## src/rtl/maxpool2x2_pkg.sv

```systemverilog
// rtl/maxpool2x2_pkg.sv - shared constants and elaboration helpers for the pooling stage
package maxpool2x2_pkg;

    localparam int DEFAULT_N = 16;

    function automatic int clog2(input int value);
        int result;
        int rem;
        result = 0;
        rem    = value - 1;
        while (rem > 0) begin
            result = result + 1;
            rem    = rem >> 1;
        end
        return result;
    endfunction

    // Address width that never collapses to zero for a one-entry buffer.
    function automatic int addr_width(input int depth);
        return (clog2(depth) < 1) ? 1 : clog2(depth);
    endfunction

endpackage

```

## src/rtl/pool_linebuf.sv

```systemverilog
// rtl/pool_linebuf.sv - register-array line buffer, one write port, combinational read
module pool_linebuf #(
    parameter int WIDTH = 48,
    parameter int DEPTH = 3,
    parameter int AW    = 2
) (
    input  logic             clk,
    input  logic             we,
    input  logic [AW-1:0]    addr,
    input  logic [WIDTH-1:0] wdata,
    output logic [WIDTH-1:0] rdata
);

    logic [WIDTH-1:0] mem [DEPTH];

    // No reset: every entry is written on an even row before the odd row reads it.
    always_ff @(posedge clk) begin
        if (we) begin
            mem[addr] <= wdata;
        end
    end

    assign rdata = mem[addr];

endmodule

```

## src/rtl/maxpool2x2.sv

```systemverilog
// rtl/maxpool2x2.sv - streaming 2x2 stride-2 max pooling with optional fused ReLU
module maxpool2x2
    import maxpool2x2_pkg::*;
#(
    parameter int N          = DEFAULT_N,
    parameter int CHANNEL    = 3,
    parameter int INPUT_SIZE = 6,
    parameter int RELU       = 0
) (
    input  logic                 clk,
    input  logic                 rst,
    input  logic                 ce,
    input  logic                 input_vld,
    input  logic [CHANNEL*N-1:0] input_din,
    input  logic                 input_end,
    output logic [CHANNEL*N-1:0] pool_dout,
    output logic                 pool_dout_vld,
    output logic                 pool_dout_end
);

    localparam int OUTPUT_SIZE = INPUT_SIZE / 2;
    localparam int BUF_AW      = addr_width(OUTPUT_SIZE);
    localparam int CW          = addr_width(INPUT_SIZE);
    localparam logic [CW-1:0] LAST = CW'(INPUT_SIZE - 1);

    function automatic logic [CHANNEL*N-1:0] lane_max(
        input logic [CHANNEL*N-1:0] a,
        input logic [CHANNEL*N-1:0] b
    );
        logic [CHANNEL*N-1:0] r;
        for (int k = 0; k < CHANNEL; k++) begin
            if ($signed(a[k*N +: N]) > $signed(b[k*N +: N])) begin
                r[k*N +: N] = a[k*N +: N];
            end else begin
                r[k*N +: N] = b[k*N +: N];
            end
        end
        return r;
    endfunction

    function automatic logic [CHANNEL*N-1:0] lane_relu(input logic [CHANNEL*N-1:0] a);
        logic [CHANNEL*N-1:0] r;
        for (int k = 0; k < CHANNEL; k++) begin
            r[k*N +: N] = a[k*N + N - 1] ? '0 : a[k*N +: N];
        end
        return r;
    endfunction

    logic [CW-1:0]        col;
    logic [CW-1:0]        row;
    logic [CHANNEL*N-1:0] hreg;
    logic [CHANNEL*N-1:0] hmax;
    logic [CHANNEL*N-1:0] pmax;
    logic [CHANNEL*N-1:0] pool_next;
    logic [CHANNEL*N-1:0] buf_rdata;
    logic [BUF_AW-1:0]    buf_addr;
    logic                 accept;
    logic                 at_last;
    logic                 buf_we;
    logic                 sync_err;

    assign accept    = ce && input_vld;
    assign at_last   = (row == LAST) && (col == LAST);
    assign buf_addr  = BUF_AW'(col >> 1);
    assign buf_we    = accept && col[0] && !row[0];
    assign hmax      = lane_max(hreg, input_din);
    assign pmax      = lane_max(buf_rdata, hmax);
    assign pool_next = (RELU != 0) ? lane_relu(pmax) : pmax;

    pool_linebuf #(
        .WIDTH(CHANNEL*N),
        .DEPTH(OUTPUT_SIZE),
        .AW   (BUF_AW)
    ) u_linebuf (
        .clk  (clk),
        .we   (buf_we),
        .addr (buf_addr),
        .wdata(hmax),
        .rdata(buf_rdata)
    );

    always_ff @(posedge clk or posedge rst) begin
        if (rst) begin
            col           <= '0;
            row           <= '0;
            hreg          <= '0;
            pool_dout     <= '0;
            pool_dout_vld <= 1'b0;
            pool_dout_end <= 1'b0;
            sync_err      <= 1'b0;
        end else if (ce) begin
            pool_dout_vld <= 1'b0;
            pool_dout_end <= 1'b0;
            if (input_vld) begin
                if (col == LAST) begin
                    col <= '0;
                    row <= (row == LAST) ? '0 : row + 1'b1;
                end else begin
                    col <= col + 1'b1;
                end
                if (!col[0]) begin
                    hreg <= input_din;
                end
                if (col[0] && row[0]) begin
                    pool_dout     <= pool_next;
                    pool_dout_vld <= 1'b1;
                    pool_dout_end <= at_last;
                end
                // Misplaced end marker is only flagged; the raster counters keep running.
                sync_err <= sync_err | (input_end && !at_last);
            end
        end
    end

endmodule
```

## config.mk

```make
export PLATFORM = sky130hd
export DESIGN_NAME = maxpool2x2
export DESIGN_NICKNAME = d
export VERILOG_FILES = /design/src/rtl/maxpool2x2_pkg.sv /design/src/rtl/pool_linebuf.sv /design/src/rtl/maxpool2x2.sv
export SDC_FILE = /design/constraint.sdc
export NUM_CORES = 1
export LEC_CHECK = 0
export CAP_MARGIN = 5
export CORE_ASPECT_RATIO = 0.8
export CORE_UTILIZATION = 63
export DETAILED_ROUTE_END_ITERATION = 10
export GPL_ROUTABILITY_DRIVEN = 0
export GPL_TIMING_DRIVEN = 0
export PLACE_DENSITY = 0.86
export SLEW_MARGIN = 20
export SYNTH_ARGS = -nofsm -noshare
export SYNTH_HDL_FRONTEND = slang
export SYNTH_SLANG_ARGS = --single-unit
```

## constraint.sdc

```tcl
create_clock -name clk -period 19.7 [get_ports clk]
set_input_delay 1.97 -clock clk [delete_from_list [all_inputs] [get_ports clk]]
set_output_delay 1.97 -clock clk [all_outputs]
set_load 0.01 [all_outputs]
```

==> flow_summary.yaml, run 1 <==
detailed_routing:
  route.detailed.drc: 0
  ant_nets: 0
  wl_per_cell_um: 20.3
  route.vias.total: 9617
  dr.first_iter.drc_count: 925
  first_pass_iters: 5
  wl_um: 31600
  avgViaCountPerCell: 6.17
sta:
  final_hold_viol_count: 0
  setup_violations: 0
  clock.fmax_ghz: 0.142
  finClkSkew_ps: 8.63
  rsz0062_at_grt: "no"
  tns_ps: 0
  fin_crit_sh: 0.358
  final_max_slew_viol_count: 0
  fin_crit_ps: 7060
  relSlewSlack: 0.409
  worst_pin_slew_ps: 887
power:
  power.density_nw_per_um2: 144
  p_sw_frac: 0.384
  p_switching_uw: 819
  comb_power_share: 0.438
  p_leak_nw: 6.28
  power_frac_seq: 0.347
  p_int_mw: 1.32
  power.share.clock: 0.214
  vdd_drop_max_v: 0.0000739
global_routing:
  grt_pass1_vias: 9764
  grt_max_degree: 76
  antenna_found_initial: 0
  gr-usage-all-layers: 0.317
  overflow: 0
  grt_pass1_wl_um: 50500
flow_run:
  drv_cap: 0
die:
  core_um2: 19300
  die_x_um: 160
  initial_core_util: 0.654
  io_pins: 103
  die-area_um2: 20600
  placementRows: 45
  die_h_um: 128
cells_and_area:
  drive_gt1_frac: 0.0754
  multiInputGateArea_um2: 5130
  n_fill_cell: 1223
  layout.cells.most_common_list: "nand2_1, edfxtp_1, o21ai_0"
  seqCellArea_um2: 6930
  syn_to_final_growth_pct: 17.9
  final_nets: 1431
  layout_commonest_cell: "nand2_1"
  final_cells: 1558
  antenna_cells: 0
cts:
  cts_root_buffer: "clkbuf_16"
  cts.sinks: 248
  clockBufferDepth: 3
  postCtsSetupBuffers: 0
  clk-insertion-delay-late_ps: 520
  cts_resized: 0
  clkTransAtPathRegs_ps: 60
  htree_levels: 1
  cts_buffers: 25
  cts_tree: "done"
  cts_hold_buf: 0
logic_synthesis:
  avgSynthCellArea_um2: 11.1
  ys_warn_count: 0
  synthFlopType: "edfxtp_1"
  synth_compound_area_frac: 0.126
  synth_area_leaders: "edfxtp_1, dfrtp_1, ha_1"
  synth_cell_types: 56
  synth_cells: 1138
  post-synth-top-area-cell: "edfxtp_1"
  synth_adder_area_share: 0.0953
  synth.top_cell.area_share: 0.343
  synth_edf_count: 144
  synth_area_um2: 12600
  yosysSeqAreaShare: 0.550
  post_synth_xor_area_fraction: 0
  syn-num-nets: 1287
  ys_ff_latch: 248
  async_flop_share: 0.419
  synthMuxAreaShare: 0.0681
  synth_top_family_by_area: "compound AO/OA/AOI/OAI gates"
  synthSimpleGateAreaFrac: 0.117
run_status:
  status: "completed"
worst_setup_path:
  critPathRequiredTime_ps: 20130
  cp_max_fo: 10
  crit_path_start_kind: "input port"
  worstPathArrival_ps: 7490
  crit_path_end_kind: "register"
  critical_path_class: "input port to register"
place:
  io_buffers: 101
  placed_cells: 1513
  dpl.hpwl_um: 22400
hold_path:
  min_path_type: "register to register"
==> synthesized netlist by cell type (all sizes together), types with 3 or more instances <==
cell type,number
o22ai,13
inv,91
or3,3
edfxtp,144
a21o,11
o221ai,17
o21ai,106
mux2i,79
and2,14
nand2b,9
buf,12
clkbuf,37
mux2,5
nand2,194
nand4,22
nor2b,7
a21boi,5
o211ai,20
nand3,21
nor4,4
ha,96
or4,3
a2111oi,3
nor2,23
a21oi,37
a31oi,18
or2,14
nor3,7
dfrtp,104
==> path summary, 6_finish.rpt <==
check	from	slack, ps	endpoint	depth (start not counted)
worst min-delay path	pool_dout[11]$_DFFE_PP0P_	510	pool_dout[11]$_DFFE_PP0P_	2
max in group asynchronous	rst	17200	pool_dout[21]$_DFFE_PP0P_	3
worst max register to register	hreg[47]$_DFFE_PP0P_	14290	pool_dout[36]$_DFFE_PP0P_	17
worst min register to register	pool_dout[11]$_DFFE_PP0P_	510	pool_dout[11]$_DFFE_PP0P_	2
min in group asynchronous	rst	1810	hreg[37]$_DFFE_PP0P_	2
worst max-delay path	input_din[47]	12640	pool_dout[36]$_DFFE_PP0P_	19
==> final cells by class <==
type                       count  area share
timing repair buffer         117      0.0766
clock inverter                 8     0.00615
tap                          258      0.0217
multi-input combinational    750       0.346
inverter                      91      0.0233
buffer                        49      0.0144
sequential                   248       0.466
clock buffer                  37      0.0458
==> worst max-delay path: stages <==
cell and delay [ps]:
clkdlybuf4s50_1 520, inv_1 80, ha_1 390, nand4_1 240, a2111oi_2 570, nor4_1 180
nor2_1 240, clkbuf_1 520, nand2_1 200, and2_1 190, ha_1 320, nand4_1 130
or4_1 630, a21oi_1 250, nand4b_1 160, o221ai_1 160, and2_1 220, clkbuf_1 280
a31oi_1 230
==> flip-flops by register name (all words and copies together) (netlist names) <==
name and cells:
row 3, hreg 48, u_linebuf.mem 144, pool_dout 48
pool_dout_end 1, pool_dout_vld 1, col 3
==> per-stage QoR <==
stage | hold WS (ps) | utilization | total power, mW | area (um^2) | setup WS [ps]
4_1_cts | 511 | 0.771 | 2.12 | 14900 | 12790
3_3_place_gp | 483 | 0.724 | 1.61 | 13900 | 8640
6_report | 510 | 0.771 | 2.14 | 14900 | 12640
3_5_place_dp | 493 | 0.731 | 1.66 | 14100 | 12310
5_1_grt | 535 | 0.771 | 2.26 | 14900 | 12190
2_1_floorplan | 466 | - | 1.33 | 12600 | 12400
==> power groups by stage <==
stage                     Combinational [mW]  Clock [mW]  Sequential [mW]
final                                  0.936       0.458            0.742
after global routing                    1.03       0.480            0.749
after CTS                              0.924       0.459            0.740
after detailed placement               0.910           0            0.749
after global placement                 0.866           0            0.748
after floorplan                        0.581           0            0.751
==> kinds of logic after synthesis <==
| group | after synthesis |
|---|---|
| muxes | 84 |
| AOI/OAI and AO/OA | 245 |
| DFF | 248 |
| and+or+nand+nor | 325 |
| adders and majority gates | 96 |
| buffers and inverters | 140 |
==> metal layers <==
| metal | GRT usage | vias to the layer above | wire (um) |
|---|---|---|---|
| met5 | 0 | - | 0 |
| met4 | 0.109 | 0 | 952 |
| met3 | 0.0596 | 85 | 2890 |
| met2 | 0.518 | 497 | 14600 |
| met1 | 0.432 | 4632 | 13100 |
| li1 | - | 4403 | - |
Note: power is estimated with default switching activity, not from simulation.
==> inputs of run 2 (changes only) <==
--- a/config.mk
+++ b/config.mk
@@ -7,11 +7,11 @@
 export LEC_CHECK = 0
 export CAP_MARGIN = 5
 export CORE_ASPECT_RATIO = 0.8
-export CORE_UTILIZATION = 63
+export CORE_UTILIZATION = 59
 export DETAILED_ROUTE_END_ITERATION = 10
 export GPL_ROUTABILITY_DRIVEN = 0
 export GPL_TIMING_DRIVEN = 0
-export PLACE_DENSITY = 0.86
+export PLACE_DENSITY = 0.81
 export SLEW_MARGIN = 20
 export SYNTH_ARGS = -nofsm -noshare
 export SYNTH_HDL_FRONTEND = slang
==> constraint.sdc (replaced) <==
create_clock -name clk -period 6.65 [get_ports clk]
set_input_delay 0.665 -clock clk [delete_from_list [all_inputs] [get_ports clk]]
set_output_delay 0.665 -clock clk [all_outputs]
set_load 0.01 [all_outputs]
==> flow_summary.yaml, run 2 (same netlist as run 1, synthesis figures left out) <==
global_routing:
  grt_pass1_wl_um: 48400
  grt_pass1_vias: 9152
  overflow: 0
  grt_max_degree: 61
  antenna_found_initial: 0
  gr-usage-all-layers: 0.286
power:
  vdd_drop_max_v: 0.000222
  p_leak_nw: 6.28
  power.density_nw_per_um2: 421
sta:
  final_max_slew_viol_count: 0
  final_hold_viol_count: 0
  relSlewSlack: 0.388
  rsz0062_at_grt: "no"
  fin_crit_ps: 5640
  setup_ws_ps: 1010
  clock.fmax_ghz: 0.177
  finClkSkew_ps: 19.8
  setup_violations: 0
  hold_slack_ps: 505
  worst_pin_slew_ps: 895
  fin_crit_sh: 0.848
cts:
  cts.sinks: 248
  cts_resized: 0
  clk-insertion-delay-late_ps: 530
  cts_buffers: 24
  postCtsSetupBuffers: 0
  cts_tree: "done"
  cts_hold_buf: 0
  cts_root_buffer: "clkbuf_16"
  clockBufferDepth: 3
  clkTransAtPathRegs_ps: 70
  htree_levels: 1
detailed_routing:
  ant_nets: 0
  first_pass_iters: 8
  dr.first_iter.drc_count: 791
  route.vias.total: 9293
  avgViaCountPerCell: 5.93
  wl_per_cell_um: 19.4
  route.detailed.drc: 8
  wl_um: 30400
hold_path:
  min_path_type: "register to register"
cells_and_area:
  syn_to_final_growth_pct: 18.0
  layout_commonest_cell: "nand2_1"
  final_nets: 1430
  n_fill_cell: 1478
  layout.cells.most_common_list: "nand2_1, edfxtp_1, o21ai_0"
  antenna_cells: 0
  regMostFlops: "u_linebuf.mem"
  reg.largest.list: "u_linebuf.mem (144), hreg (48), pool_dout (48)"
  drive_gt1_frac: 0.0763
  largest_reg_flops: 144
die:
  initial_core_util: 0.605
  die_h_um: 133
  die_x_um: 165
  die-area_um2: 21900
  placementRows: 47
  core_um2: 20800
  io_pins: 103
worst_setup_path:
  crit_path_start_kind: "input port"
  reg2reg_slack_ps: 1310
  cp-startpoint: "input_din[15]"
  crit_path_end: "pool_dout[9]$_DFFE_PP0P_"
  r2r_cells: 16
  critPathRequiredTime_ps: 7020
  rr_startpoint: "hreg[15]$_DFFE_PP0P_"
  worstPathArrival_ps: 6010
  r2r_end: "pool_dout[9]$_DFFE_PP0P_"
  crit_path_end_kind: "register"
  critical_path_class: "input port to register"
  cp_max_fo: 10
place:
  io_buffers: 101
  place_ws_ps: 577
  dpl.hpwl_um: 21800
flow_run:
  drv_cap: 0
run_status:
  status: "finished, violations left"
  violations: "DRC"
==> run 2: changes by cell type in the layout (fill, tap and decap cells not counted), sizes merged <==
cell,delta
clkinvlp,-1
clkbuf,-3
clkinv,+2
==> run 2: worst min path at each step <==
stage | from | end | slack, ps | cells past startpoint
2_1_floorplan | row[2]$_DFFE_PP0P_ | row[2]$_DFFE_PP0P_ | 470 | 2
3_3_place_gp | row[1]$_DFFE_PP0P_ | row[2]$_DFFE_PP0P_ | 480 | 2
3_5_place_dp | pool_dout[21]$_DFFE_PP0P_ | pool_dout[21]$_DFFE_PP0P_ | 490 | 2
4_1_cts | pool_dout[23]$_DFFE_PP0P_ | pool_dout[23]$_DFFE_PP0P_ | 500 | 2
5_1_grt | pool_dout[12]$_DFFE_PP0P_ | pool_dout[12]$_DFFE_PP0P_ | 520 | 2
6_report | pool_dout[12]$_DFFE_PP0P_ | pool_dout[12]$_DFFE_PP0P_ | 510 | 2
==> run 2: through the flow <==
| step | cell area [um^2] | instances | power, mW | TNS [ps] | util |
|---|---|---|---|---|---|
| after global placement | 13900 | 1508 | 4.79 | -205380 | 0.670 |
| after global routing | 14900 | 1567 | 6.64 | 0 | 0.714 |
| after floorplan | 12600 | 1138 | 3.95 | 0 | - |
| after detailed placement | 14100 | 1524 | 4.89 | 0 | 0.678 |
| after CTS | 14900 | 1567 | 6.25 | 0 | 0.714 |
| final | 14900 | 1567 | 6.27 | 0 | 0.714 |
==> run 2: layer usage <==
metal  routed length, um  GRT usage
met2               13800      0.443
met1               13400      0.420
met4                 542     0.0621
met3                2540     0.0574
met5                   0          0
==> run 2: report_power, final <==
group | internal [mW] | switching (mW)
sequential | 2.01 | 0.187
combinational | 1.10 | 1.62
clock | 0.777 | 0.567
total | 3.89 | 2.38
==> run 2: layout make-up <==
cell class	count	area, um^2	area share
Tap cell	269	337	0.0226
Clock buffer	34	669	0.0450
Multi-Input combinational cell	750	5130	0.345
Timing Repair Buffer	117	1150	0.0771
Sequential cell	248	6930	0.466
Buffer	49	214	0.0144
Inverter	91	347	0.0233
Clock inverter	9	93.8	0.00631
==> run 2: critical path, cell delays in order <==
cell	delay, ps
clkdlybuf4s50_1	510
inv_1	60
ha_1	300
inv_1	50
or3_1	340
a221o_1	300
o31ai_4	550
buf_6	260
mux2i_1	380
ha_1	310
a21o_1	180
a21o_1	170
a21oi_1	190
o2bb2ai_1	100
a41oi_1	650
nand2b_1	330
clkbuf_1	460
o211ai_1	190
